**src/rtl/primus_instruction_decode.sv**
```systemverilog
// primus_instruction_decode: RV32I decode stage with registered output bundle and one-entry skid buffer.
// Ports: clk_i, rst_i (sync, active-high), flush_i (drop output and skid contents);
//        in_valid_i/in_ready_o handshake carrying ir_i, pc_i, npc_i;
//        out_valid_o/out_ready_i handshake carrying pc_o, npc_o, rs1/rs2/rd_addr_o, imm_o, funct3_o, alu_op_o
//        and the control flags reg_write/mem_read/mem_write/branch/jal/jalr/auipc/system/muldiv/illegal.
// Optional M-extension decode: define PRIMUS_DECODE_M_EN.
module primus_instruction_decode #(
    parameter int XLEN = 32
) (
    input  logic            clk_i,
    input  logic            rst_i,
    input  logic            flush_i,
    input  logic            in_valid_i,
    output logic            in_ready_o,
    input  logic [31:0]     ir_i,
    input  logic [XLEN-1:0] pc_i,
    input  logic [XLEN-1:0] npc_i,
    output logic            out_valid_o,
    input  logic            out_ready_i,
    output logic [XLEN-1:0] pc_o,
    output logic [XLEN-1:0] npc_o,
    output logic [4:0]      rs1_addr_o,
    output logic [4:0]      rs2_addr_o,
    output logic [4:0]      rd_addr_o,
    output logic [XLEN-1:0] imm_o,
    output logic [2:0]      funct3_o,
    output logic [3:0]      alu_op_o,
    output logic            reg_write_o,
    output logic            mem_read_o,
    output logic            mem_write_o,
    output logic            branch_o,
    output logic            jal_o,
    output logic            jalr_o,
    output logic            auipc_o,
    output logic            system_o,
    output logic            muldiv_o,
    output logic            illegal_o
);
    typedef struct packed {
        logic [XLEN-1:0] pc;
        logic [XLEN-1:0] npc;
        logic [4:0]      rs1;
        logic [4:0]      rs2;
        logic [4:0]      rd;
        logic [XLEN-1:0] imm;
        logic [2:0]      funct3;
        logic [3:0]      alu_op;
        logic            reg_write;
        logic            mem_read;
        logic            mem_write;
        logic            branch;
        logic            jal;
        logic            jalr;
        logic            auipc;
        logic            system;
        logic            muldiv;
        logic            illegal;
    } bundle_t;

    logic [6:0]  opc;
    logic [2:0]  f3;
    logic [6:0]  f7;
    logic [31:0] imm_i, imm_s, imm_b, imm_u, imm_j;
    logic [3:0]  alu_base;
    logic        legal;
    bundle_t     dec;
    bundle_t     out_d, out_q, skid_d, skid_q;
    logic        out_valid_d, out_valid_q, skid_valid_d, skid_valid_q;
    logic        accept, out_fire;

    assign opc   = ir_i[6:0];
    assign f3    = ir_i[14:12];
    assign f7    = ir_i[31:25];
    assign imm_i = {{20{ir_i[31]}}, ir_i[31:20]};
    assign imm_s = {{20{ir_i[31]}}, ir_i[31:25], ir_i[11:7]};
    assign imm_b = {{19{ir_i[31]}}, ir_i[31], ir_i[7], ir_i[30:25], ir_i[11:8], 1'b0};
    assign imm_u = {ir_i[31:12], 12'b0};
    assign imm_j = {{11{ir_i[31]}}, ir_i[31], ir_i[19:12], ir_i[20], ir_i[30:21], 1'b0};
    // funct3 -> ALU op shared by OP and OP-IMM; ir[30] picks SRA over SRL
    assign alu_base = f3 == 3'd0 ? 4'd0 : f3 == 3'd1 ? 4'd2 : f3 == 3'd2 ? 4'd3 : f3 == 3'd3 ? 4'd4 :
                      f3 == 3'd4 ? 4'd5 : f3 == 3'd5 ? (ir_i[30] ? 4'd7 : 4'd6) : f3 == 3'd6 ? 4'd8 : 4'd9;

    always_comb begin
        dec        = '0;
        dec.pc     = pc_i;
        dec.npc    = npc_i;
        dec.rs1    = ir_i[19:15];
        dec.rs2    = ir_i[24:20];
        dec.rd     = ir_i[11:7];
        dec.funct3 = f3;
        legal      = 1'b1;
        case (opc)
            7'b0110111: begin dec.imm = imm_u; dec.alu_op = 4'd10; dec.reg_write = 1'b1; end
            7'b0010111: begin dec.imm = imm_u; dec.auipc = 1'b1; dec.reg_write = 1'b1; end
            7'b1101111: begin dec.imm = imm_j; dec.jal = 1'b1; dec.reg_write = 1'b1; end
            7'b1100111: begin dec.imm = imm_i; dec.jalr = 1'b1; dec.reg_write = 1'b1; end
            7'b1100011: begin dec.imm = imm_b; dec.branch = 1'b1; legal = f3 != 3'd2 && f3 != 3'd3; end
            7'b0000011: begin
                dec.imm       = imm_i;
                dec.mem_read  = 1'b1;
                dec.reg_write = 1'b1;
                legal         = f3 != 3'd3 && f3 != 3'd6 && f3 != 3'd7;
            end
            7'b0100011: begin dec.imm = imm_s; dec.mem_write = 1'b1; legal = f3 < 3'd3; end
            7'b0010011: begin
                dec.imm       = imm_i;
                dec.alu_op    = alu_base;
                dec.reg_write = 1'b1;
                legal         = f3 == 3'd1 ? f7 == 7'h00 : f3 == 3'd5 ? (f7 == 7'h00 || f7 == 7'h20) : 1'b1;
            end
            7'b0110011: begin
`ifdef PRIMUS_DECODE_M_EN
                if (f7 == 7'h01) begin
                    dec.muldiv    = 1'b1;
                    dec.reg_write = 1'b1;
                end else
`endif
                begin
                    dec.alu_op    = (f3 == 3'd0 && ir_i[30]) ? 4'd1 : alu_base;
                    dec.reg_write = 1'b1;
                    legal         = f7 == 7'h00 || (f7 == 7'h20 && (f3 == 3'd0 || f3 == 3'd5));
                end
            end
            7'b0001111: legal = 1'b1;
            7'b1110011: begin
                dec.system = ir_i == 32'h0000_0073 || ir_i == 32'h0010_0073;
                legal      = dec.system;
            end
            default: legal = 1'b0;
        endcase
        // illegal instructions still flow, but with every side-effecting flag suppressed
        dec.illegal = !legal;
        if (!legal) begin
            dec.reg_write = 1'b0;
            dec.mem_read  = 1'b0;
            dec.mem_write = 1'b0;
            dec.branch    = 1'b0;
            dec.jal       = 1'b0;
            dec.jalr      = 1'b0;
            dec.muldiv    = 1'b0;
        end
    end

    assign in_ready_o = !skid_valid_q && !rst_i;
    assign accept     = in_valid_i && in_ready_o;
    assign out_fire   = out_valid_q && out_ready_i;

    always_comb begin
        out_d        = out_q;
        out_valid_d  = out_valid_q;
        skid_d       = skid_q;
        skid_valid_d = skid_valid_q;
        if (flush_i) begin
            out_valid_d  = 1'b0;
            skid_valid_d = 1'b0;
        end else begin
            if (out_fire) begin
                out_valid_d  = skid_valid_q;
                out_d        = skid_valid_q ? skid_q : out_q;
                skid_valid_d = 1'b0;
            end
            // accept never coincides with a skid drain since in_ready_o is low while skid is valid
            if (accept) begin
                if (!out_valid_q || out_fire) begin
                    out_d       = dec;
                    out_valid_d = 1'b1;
                end else begin
                    skid_d       = dec;
                    skid_valid_d = 1'b1;
                end
            end
        end
    end

    always_ff @(posedge clk_i) begin
        if (rst_i) begin
            out_q        <= '0;
            out_valid_q  <= 1'b0;
            skid_q       <= '0;
            skid_valid_q <= 1'b0;
        end else begin
            out_q        <= out_d;
            out_valid_q  <= out_valid_d;
            skid_q       <= skid_d;
            skid_valid_q <= skid_valid_d;
        end
    end

    assign out_valid_o = out_valid_q;
    assign pc_o        = out_q.pc;
    assign npc_o       = out_q.npc;
    assign rs1_addr_o  = out_q.rs1;
    assign rs2_addr_o  = out_q.rs2;
    assign rd_addr_o   = out_q.rd;
    assign imm_o       = out_q.imm;
    assign funct3_o    = out_q.funct3;
    assign alu_op_o    = out_q.alu_op;
    assign reg_write_o = out_q.reg_write;
    assign mem_read_o  = out_q.mem_read;
    assign mem_write_o = out_q.mem_write;
    assign branch_o    = out_q.branch;
    assign jal_o       = out_q.jal;
    assign jalr_o      = out_q.jalr;
    assign auipc_o     = out_q.auipc;
    assign system_o    = out_q.system;
    assign muldiv_o    = out_q.muldiv;
    assign illegal_o   = out_q.illegal;
endmodule

```
**config.mk**
```make
export PLATFORM = sky130hd
export DESIGN_NAME = primus_instruction_decode
export DESIGN_NICKNAME = d
export VERILOG_FILES = /design/src/rtl/primus_instruction_decode.sv
export SDC_FILE = /design/constraint.sdc
export NUM_CORES = 1
export LEC_CHECK = 0
export ABC_CLOCK_PERIOD_IN_PS = 1600
export BUFFER_PORTS_ARGS = -buffer_cell sky130_fd_sc_hd__buf_2
export CAP_MARGIN = 5
export CELL_PAD_IN_SITES_DETAIL_PLACEMENT = 0
export CELL_PAD_IN_SITES_GLOBAL_PLACEMENT = 1
export CORE_ASPECT_RATIO = 0.75
export CORE_MARGIN = 5
export CORE_UTILIZATION = 37
export CTS_BUF_LIST = sky130_fd_sc_hd__clkbuf_8
export CTS_CLUSTER_DIAMETER = 200
export DETAILED_ROUTE_END_ITERATION = 12
export GPL_TIMING_DRIVEN = 0
export PLACE_DENSITY = 0.82
export REMOVE_ABC_BUFFERS = 1
export SYNTH_ARGS = -nofsm -noshare
export SYNTH_HDL_FRONTEND = slang
export SYNTH_SLANG_ARGS = --single-unit
```
**constraint.sdc**
```tcl
create_clock -name clk_i -period 1.6 [get_ports clk_i]
set_input_delay 0.08 -clock clk_i [delete_from_list [all_inputs] [get_ports clk_i]]
set_output_delay 0.08 -clock clk_i [all_outputs]
set_load 0.02 [all_outputs]
```
Word level (Yosys, flattened, before mapping)
Index checks and enable logic that the tools add are counted.

operators by class
  equality and inequality tests = 24
  multiplexer cells = 33
  bitwise logic cells = 2
  order comparisons = 1
  reductions and logical operators = 25

operators by type and width
  cell                                                                     count
  128-bit 2-to-1 mux                                                       4
  32-bit one-hot mux with 5 select lines                                   1
  32-bit by 21-bit equality test with 1-bit output, second input constant  1
  32-bit by 7-bit equality test with 1-bit output, second input constant   1
  7-bit by 6-bit equality test with 1-bit output, second input constant    4
  7-bit equality test, second input constant                               4
  4-bit 2-to-1 mux                                                         7
  1-bit 2-to-1 mux                                                         18
  7-bit by 5-bit equality test with 1-bit output, second input constant    2
  4-bit one-hot mux with 3 select lines                                    1
  3-bit equality test, second input constant                               3
  1-bit logical AND                                                        8
  7-bit by 2-bit equality test with 1-bit output, second input constant    1
  7-bit by 4-bit equality test with 1-bit output, second input constant    1
  7-bit zero test                                                          1
  1-bit one-hot mux with 7 select lines                                    1
  7-bit OR reduction                                                       1
  3-bit by 2-bit equality test with 1-bit output, second input constant    2
  6-bit 2-to-1 mux                                                         1
  3-bit by 2-bit != test with 1-bit output, second input constant          2
  3-bit != test, second input constant                                     2
  1-bit logical OR                                                         5
  5-bit OR reduction                                                       1
  1-bit zero test                                                          4
  7 further kinds                                                          9

storage, ports and cells
  register bits = 257
  output and inout bits = 130
  word-level logic and storage cells = 122

Logic depth before layout (Yosys ltp)
Gate-level depths: netlist (run 1).

  word-level depth = 12
  depth in mapped cells = 9
  depth with buffers taken out = 6

Worst setup path before layout (run 1)
Ideal clock, no wire load.

  kind = reg2reg
  start = register skid_valid_q
  end = register out_q, in the netlist npc_o[29]
  period minus slack after synthesis = 1.741 ns
  setup slack = -0.141 ns
  path buffers = 2
  stages on the path, launching flop included = 8
  arrival = 1.650 ns
  data required time = 1.509 ns
  path through = dfxtp_1 > nor2_2 > nand3_1 > a21oi_2 > buf_2 > buf_4 > nor2_1 > a311oi_1

between the ends
  longest elaborated chain between the ends = 4
  elaborated cells between the ends (all ways) = 7
  those cells by class = mux: 4; reduce/logical: 3

ends and longest elaborated chain
  what                    line  source
  from (decl)             68    logic out_valid_d, out_valid_q, skid_valid_d, skid_valid_q;
  from (signal assigned)  185   skid_valid_q <= skid_valid_d;
  1-bit zero test         144   assign in_ready_o = !skid_valid_q && !rst_i;
  1-bit logical AND       144
  via in_ready_o          14    output logic in_ready_o,
  1-bit logical AND       145   assign accept = in_valid_i && in_ready_o;
  128-bit 2-to-1 mux      163   if (accept) begin
  to (signal assigned)    182   out_q <= out_d;
  to (decl)               67    bundle_t out_d, out_q, skid_d, skid_q;

The timed path passes the listed nets, and every way through them passes these cells.
A chain may end at the register's enable or synchronous reset.

Final worst setup path (run 1)
  start = register skid_valid_q
  end = register out_q, in the netlist rs2_addr_o[4]

between the ends
  longest elaborated chain between the ends = 4
  elaborated cells between the ends (all ways) = 7
  those cells by class = mux: 4; reduce/logical: 3

ends and longest elaborated chain
  what                                                     line
  128-bit 2-to-1 mux or 1-bit zero test (tied branches)    159, 144
  128-bit 2-to-1 mux or 1-bit logical AND (tied branches)  157, 144
  128-bit 2-to-1 mux or 1-bit logical AND (tied branches)  164, 145
  128-bit 2-to-1 mux (*)                                   163

Mark *: on every way between the ends. The rest lies on a longest branch, timed or not.

==> results.tsv, run 1 <==
metric	value	unit
status	finished, violations left	
failing checks	negative setup slack	
met3 Resource Use GR	0.06973	
Tot GR Track Use	0.2544	
Post-synth ARST share	0	
total power density per cell area	830.8	nW/um2
initial core utilization	0.3764	
CP Class	reg -> reg	
CTS H-tree depth	2	
DRT Wirelength	50.85	mm
max incr delay on CP	360	ps
Slew Limit Fails	0	
family with the most delay on the worst path	buffers and inverters	
Worst Path Max Fanout	7	
final setup vio count	240	
synth top area cells	dfxtp_1 47%, nand2_1 14%, a311oi_1 7.4%	
Skew-Pair Late Insertion Delay	580	ps
Worst Path Arrival	2350	ps
max_cap viols	0	
global route overflow	0	
number of DRC markers in iteration 0	1303	
first-pass GRT wire length	67.85	mm
M1 GR Usage	0.3533	
drt pass-1 iters	5	
busiest grt layer	met2	
# rows	54	
routed length per placed instance	22.83	um
number of global-route vias before repair	11207	
CP max-delay cell	dfxtp_4	
Worst Path Required	2070	ps
Clock Path Buffers	3	
core area	29120	um2
Mean Syn Cell Area	7.886	um2
layout cells sized above 1	0.3646	
die area	33200	um2
prevailing post-synth register cell	dfxtp_1	
Final Hold Viols	0	
largest net degree at the start of global routing	61	
number of flops mapped to enable cells by yosys	0	
Final WS setup	-281.0	ps
CTS buffer count	43	
number of synthesized register bits	257	
Cell Chain, Critical Path	nor2_4, nand3_4, clkbuf_16, a21oi_4, buf_12, buf_16, clkbuf_16, nor2_4, a311oi_1	
# diodes	0	
synth-to-layout area growth	61.05	%
Die Ht	159.1	um
Post-synth top cells	405 x nand2_1, 257 x dfxtp_1, 155 x nor2_1, 125 x a21oi_1, 93 x a311oi_1	
Tmin final	1881	ps
Tightest Pin Transition	1370	ps
port bufs	230	
Hold Slack	13.92	ps
peak supply drop	0.0007270	V
startpoint types	flip-flop	
Synth top area share	0.4694	
RSZ-0062 raised after global routing	true	
Routed Antenna Nets	0	
final RePlAce weighted congestion	0.8865	
HP Class	in -> reg	
average vias per placed instance	5.620	
Seq/Total Area, Yosys	0.4694	
initial antenna violation count	3	
Synth cell types	53	
Clock Skews	29.04	ps
GRT met2 Usage	0.3831	
Root Buffer	clkbuf_8	
Max transition margin	0.08298	
Die W	208.8	um
worst path bufs/invs	4	
Leak Pwr	0.006926	uW
TritonCTS clock tree	yes	
TritonCTS Sinks	257	
Cells after Synth	1390	
biggest area consumer among synthesized cells	dfxtp_1	
Yosys warning total	0	
CP Capture Type	flip-flop	
detailed-route DRC error count	0	
vias	12515	
IO Count	231	
Reg clk slew, reported paths	60	ps
DP HPWL	21.62	mm
Fmax	0.5316	GHz
Mapped Area	10960	um2
share of the clock period used by the worst path	1.176	
nets@finish	1909	
Setup WS pre-CTS	-2011	ps
cell with the most instances after synthesis	nand2_1	
## cell type report
type                    count  area [um2]
fillers                  2447       11470
multi-input cells        1014        6381
flip-flops and latches    257        5152
repair buffers            489        4837
clock buffers              50       688.2
well taps                 392       490.5
clock inverters            22       93.84
inverters                   3       11.26
## cell families after synthesis
logic type | count (synthesis) | synth area share
buffers and inverters | 128 | 0.05148
and+or+nand+nor | 637 | 0.2365
xor gates and xnor gates | 1 | 0.0007991
AOI/OAI and AO/OA | 334 | 0.2099
muxes | 33 | 0.03196
DFF | 257 | 0.4694
## worst min-delay path, cell delays in order
cell,delay [ps]
buf_12,110
buf_16,240
a311oi_2,70
## metrics by stage
stage                     power [uW]  instance area (um2)    util  std cells  setup TNS (ps)
after detailed placement        8251                12500  0.4291       1907         -338840
after global routing           15200                17650  0.6063       2227          -48420
after CTS                      14310                15580  0.5351       2167          -17810
after floorplan                 7525                10410       -       1265         -925700
after global placement          8256                12050  0.4138       1887        -2384600
final                          14670                17650  0.6063       2227          -35160
## sequential cells by signal, indices dropped and copies added, names as in the netlist
register	count
jalr_o	1
system_o	1
rs1_addr_o	5
funct3_o	3
alu_op_o	4
skid_valid_q	1
branch_o	1
jal_o	1
mem_write_o	1
auipc_o	1
reg_write_o	1
imm_o	32
muldiv_o	1
out_valid_o	1
rs2_addr_o	5
rd_addr_o	5
mem_read_o	1
skid_q	127
npc_o	32
pc_o	32
illegal_o	1
## routing by layer
| metal | wire, um | vias to the layer above | part of all wire |
|---|---|---|---|
| li1 | - | 5720 | - |
| met1 | 21640 | 6011 | 0.43 |
| met2 | 22560 | 667 | 0.44 |
| met3 | 5054 | 115 | 0.099 |
| met4 | 1577 | 2 | 0.031 |
| met5 | 13 | - | 0.00026 |
## layout by cell type, fill, tap and decap left out, drive strengths merged, types with 5 or more instances in the layout
master and instances:
nand2 405, buf 348, dfxtp 257, nor2 158, a21oi 126, dlygate4sd3 108, a311oi 93, clkbuf 81
o21ai 38, inv 22, a211oi 19, nor3 18, mux2i 17, a221oi 16, mux2 16, nand3 13
a21o 12, a31oi 7, nor4 7, a22oi 6, o32ai 6, nand3b 5, nor3b 5, and3 5
## final timing paths
check	start	slack (ps)	endpoint	cells after the start
max	skid_valid_q$_SDFF_PP0_	-280	rs2_addr_o[4]$_SDFFE_PP0N_	9
min	rst_i	10	rd_addr_o[0]$_SDFFE_PP0N_	3
min reg2reg	skid_q[119]$_SDFFE_PP0P_	450	skid_q[119]$_SDFFE_PP0P_	2
max reg2reg	skid_valid_q$_SDFF_PP0_	-280	rs2_addr_o[4]$_SDFFE_PP0N_	9
## report_power, final
part           total [uW]  leakage, uW  switching (uW)  internal, uW
clock network        5600     0.000468            2780          2820
logic                2380      0.00437            1350          1020
registers            6690      0.00208             124          6570
total               14700      0.00693            4250         10400
## what timing repair did
action / in CTS / in global routing
setup buffers: 56 / 31
setup endpoints to repair: 255 / 232
hold endpoints to repair: 220 / 0
gates cloned: 22 / 36
hold buffers: 110 / 0
pin swaps: 21 / 161
gates resized for setup: 55 / 301
(Power assumes the default switching activity.)
==> inputs of run 2 (changes only) <==
--- a/config.mk
+++ b/config.mk
@@ -5,19 +5,19 @@
 export SDC_FILE = /design/constraint.sdc
 export NUM_CORES = 1
 export LEC_CHECK = 0
-export ABC_CLOCK_PERIOD_IN_PS = 1600
+export ABC_CLOCK_PERIOD_IN_PS = 2400
 export BUFFER_PORTS_ARGS = -buffer_cell sky130_fd_sc_hd__buf_2
 export CAP_MARGIN = 5
 export CELL_PAD_IN_SITES_DETAIL_PLACEMENT = 0
 export CELL_PAD_IN_SITES_GLOBAL_PLACEMENT = 1
 export CORE_ASPECT_RATIO = 0.75
 export CORE_MARGIN = 5
-export CORE_UTILIZATION = 37
+export CORE_UTILIZATION = 44
 export CTS_BUF_LIST = sky130_fd_sc_hd__clkbuf_8
 export CTS_CLUSTER_DIAMETER = 200
 export DETAILED_ROUTE_END_ITERATION = 12
 export GPL_TIMING_DRIVEN = 0
-export PLACE_DENSITY = 0.82
+export PLACE_DENSITY = 0.91
 export REMOVE_ABC_BUFFERS = 1
 export SYNTH_ARGS = -nofsm -noshare
 export SYNTH_HDL_FRONTEND = slang
==> constraint.sdc (replaced) <==
create_clock -name clk_i -period 2.4 [get_ports clk_i]
set_input_delay 0.12 -clock clk_i [delete_from_list [all_inputs] [get_ports clk_i]]
set_output_delay 0.12 -clock clk_i [all_outputs]
set_load 0.02 [all_outputs]
==> results.tsv, run 2 (synthesis gave the netlist of run 1 again) <==
metric	value	unit	change
status	finished clean		
largest net degree at the start of global routing	151		+150%
initial antenna violation count	0		-3
core area	24770	um2	-15%
CP Class	reg -> reg		
Routed Antenna Nets	0		unchanged
Final WS setup	119.9	ps	+401.0 ps
detailed-route DRC error count	0		unchanged
Clock Path Buffers	3		unchanged
Hold Slack	53.41	ps	+39.49 ps
Fmax	0.4386	GHz	-18%
Max transition margin	0.3117		+0.2287
average vias per placed instance	5.401		-3.9%
Finished Core Util	0.5716		-0.03469
Clock Skews	27.32	ps	-1.718 ps
final setup vio count	0		-100%
Tightest Pin Transition	1031	ps	-339.1 ps
port bufs	230		unchanged
peak supply drop	0.0003794	V	-48%
HP Class	in -> reg		
DRT Wirelength	34.18	mm	-33%
Worst Path Required	2820	ps	+750 ps
number of DRC markers in iteration 0	843		-35%
Leak Pwr	0.005458	uW	-21%
Setup WS pre-CTS	-1376	ps	+635.3 ps
commonest non-fill, non-tap cell in the layout	nand2_1		
startpoint types	flip-flop		
# fillers	2309		-5.6%
Reg clk slew, reported paths	70	ps	about the same
number of global-route vias before repair	10411		-7.1%
max_cap viols	0		unchanged
Final Hold Viols	0		unchanged
drt pass-1 iters	5		unchanged
Tmin final	2280	ps	+399.0 ps
TritonCTS clock tree	yes		
DP HPWL	20.68	mm	-4.3%
Tot GR Track Use	0.2319		-0.02249
Die Ht	146.7	um	-7.8%
max reg flops	127		unchanged
multi-input logic area	5345	um2	-16%
final RePlAce weighted congestion	0.8399		-5.3%
Reg2Reg Depth	8		-1
vias	10893		-13%
Worst Path Max Fanout	34		+27
IO Count	231		unchanged
Root Buffer	clkbuf_8		
initial core utilization	0.4425		+0.06605
routed length per placed instance	16.94	um	-26%
Worst Path Arrival	2700	ps	+350 ps
Die W	192.3	um	-7.9%
CP Capture Type	flip-flop		
Skew-Pair Late Insertion Delay	530	ps	-50 ps
flop-to-flop setup slack	120	ps	+400 ps
synth-to-layout area growth	29.17	%	
first-pass GRT wire length	54.56	mm	-20%
CTS H-tree depth	2		unchanged
register area	5146	um2	-0.12%
layout cells sized above 1	0.2126		-0.1520
TritonCTS Sinks	257		unchanged
nets@finish	1757		-8.0%
Largest Register	skid_q		
global route overflow	0		unchanged
# diodes	0		unchanged
Slew Limit Fails	0		unchanged
most frequent cells in the layout	405 x nand2_1, 256 x dfxtp_1, 229 x buf_2		
share of the clock period used by the worst path	0.9500		-0.2256
WHS Path Cells	2		-1
total power density per cell area	640.8	nW/um2	-23%
die area	28200	um2	-15%
# rows	50		-7.4%
CTS buffer count	41		-4.7%
==> run 2: cell count changes in the layout (fill, tap and decap cells not counted), sizes merged <==
cell         previous run  this run
clkbuf                 81        50
inv                    22        16
bufbuf                  2         0
and3                    5         2
a21o                   12        11
dlygate4sd3           108        90
a21oi                 126       127
buf                   348       254
clkinvlp                1         0
clkinv                  2         3
and4                    4         2
==> run 2: area by class of cell <==
class                           count  area share
Sequential cell                   257      0.3634
Timing Repair Buffer              344      0.1753
Tap cell                          338     0.02987
Clock inverter                     16    0.004507
Clock buffer                       50     0.04860
Multi-Input combinational cell   1009      0.3775
Inverter                            3   0.0007953
==> run 2: through the flow <==
| stage | std cells | instance area [um2] | total power, uW | setup TNS [ps] |
|---|---|---|---|---|
| after floorplan | 1265 | 10410 | 5017 | -721700 |
| after global placement | 1833 | 11980 | 5487 | -2058280 |
| after detailed placement | 1850 | 12380 | 5481 | -150750 |
| after CTS | 2012 | 14120 | 9171 | 0 |
| after global routing | 2017 | 14160 | 9509 | -24.42 |
| final | 2017 | 14160 | 9074 | 0 |
==> run 2: what timing repair did <==
item | in CTS | in global routing
hold endpoints to repair | 207 | 0
buffers inserted | 3 | 3
gates resized for setup | 4 | 1
pin swaps | 2 | 4
hold buffers | 90 | 0
gates cloned | 3 | 1
endpoints found under the setup margin | 118 | 77
==> run 2: final timing paths <==
check,startpoint,to
worst min-delay path,rst_i,skid_q[78]$_SDFFE_PP0P_
worst min register to register,skid_q[109]$_SDFFE_PP0P_,skid_q[109]$_SDFFE_PP0P_
worst max-delay path,skid_valid_q$_SDFF_PP0_,npc_o[0]$_SDFFE_PP0N_
worst max register to register,skid_valid_q$_SDFF_PP0_,npc_o[0]$_SDFFE_PP0N_
==> run 2: critical path: stages (launching register included) <==
cell,delay (ps)
dfxtp_1,580
nand3_4,280
buf_12,270
a21oi_4,150
buf_12,150
buf_12,180
buf_12,210
nor2_1,60
a311oi_1,250
==> run 2: metal layers <==
metal / part of all wire / track usage
met1: 0.45 / 0.3250
met2: 0.44 / 0.3619
met3: 0.086 / 0.05297
met4: 0.024 / 0.06201
met5: 0 / 0
==> run 2: report_power, final <==
part / switching, uW / internal, uW
clock: 1680 / 1860
sequential: 65.0 / 4380
combinational: 668 / 422
total: 2410 / 6660
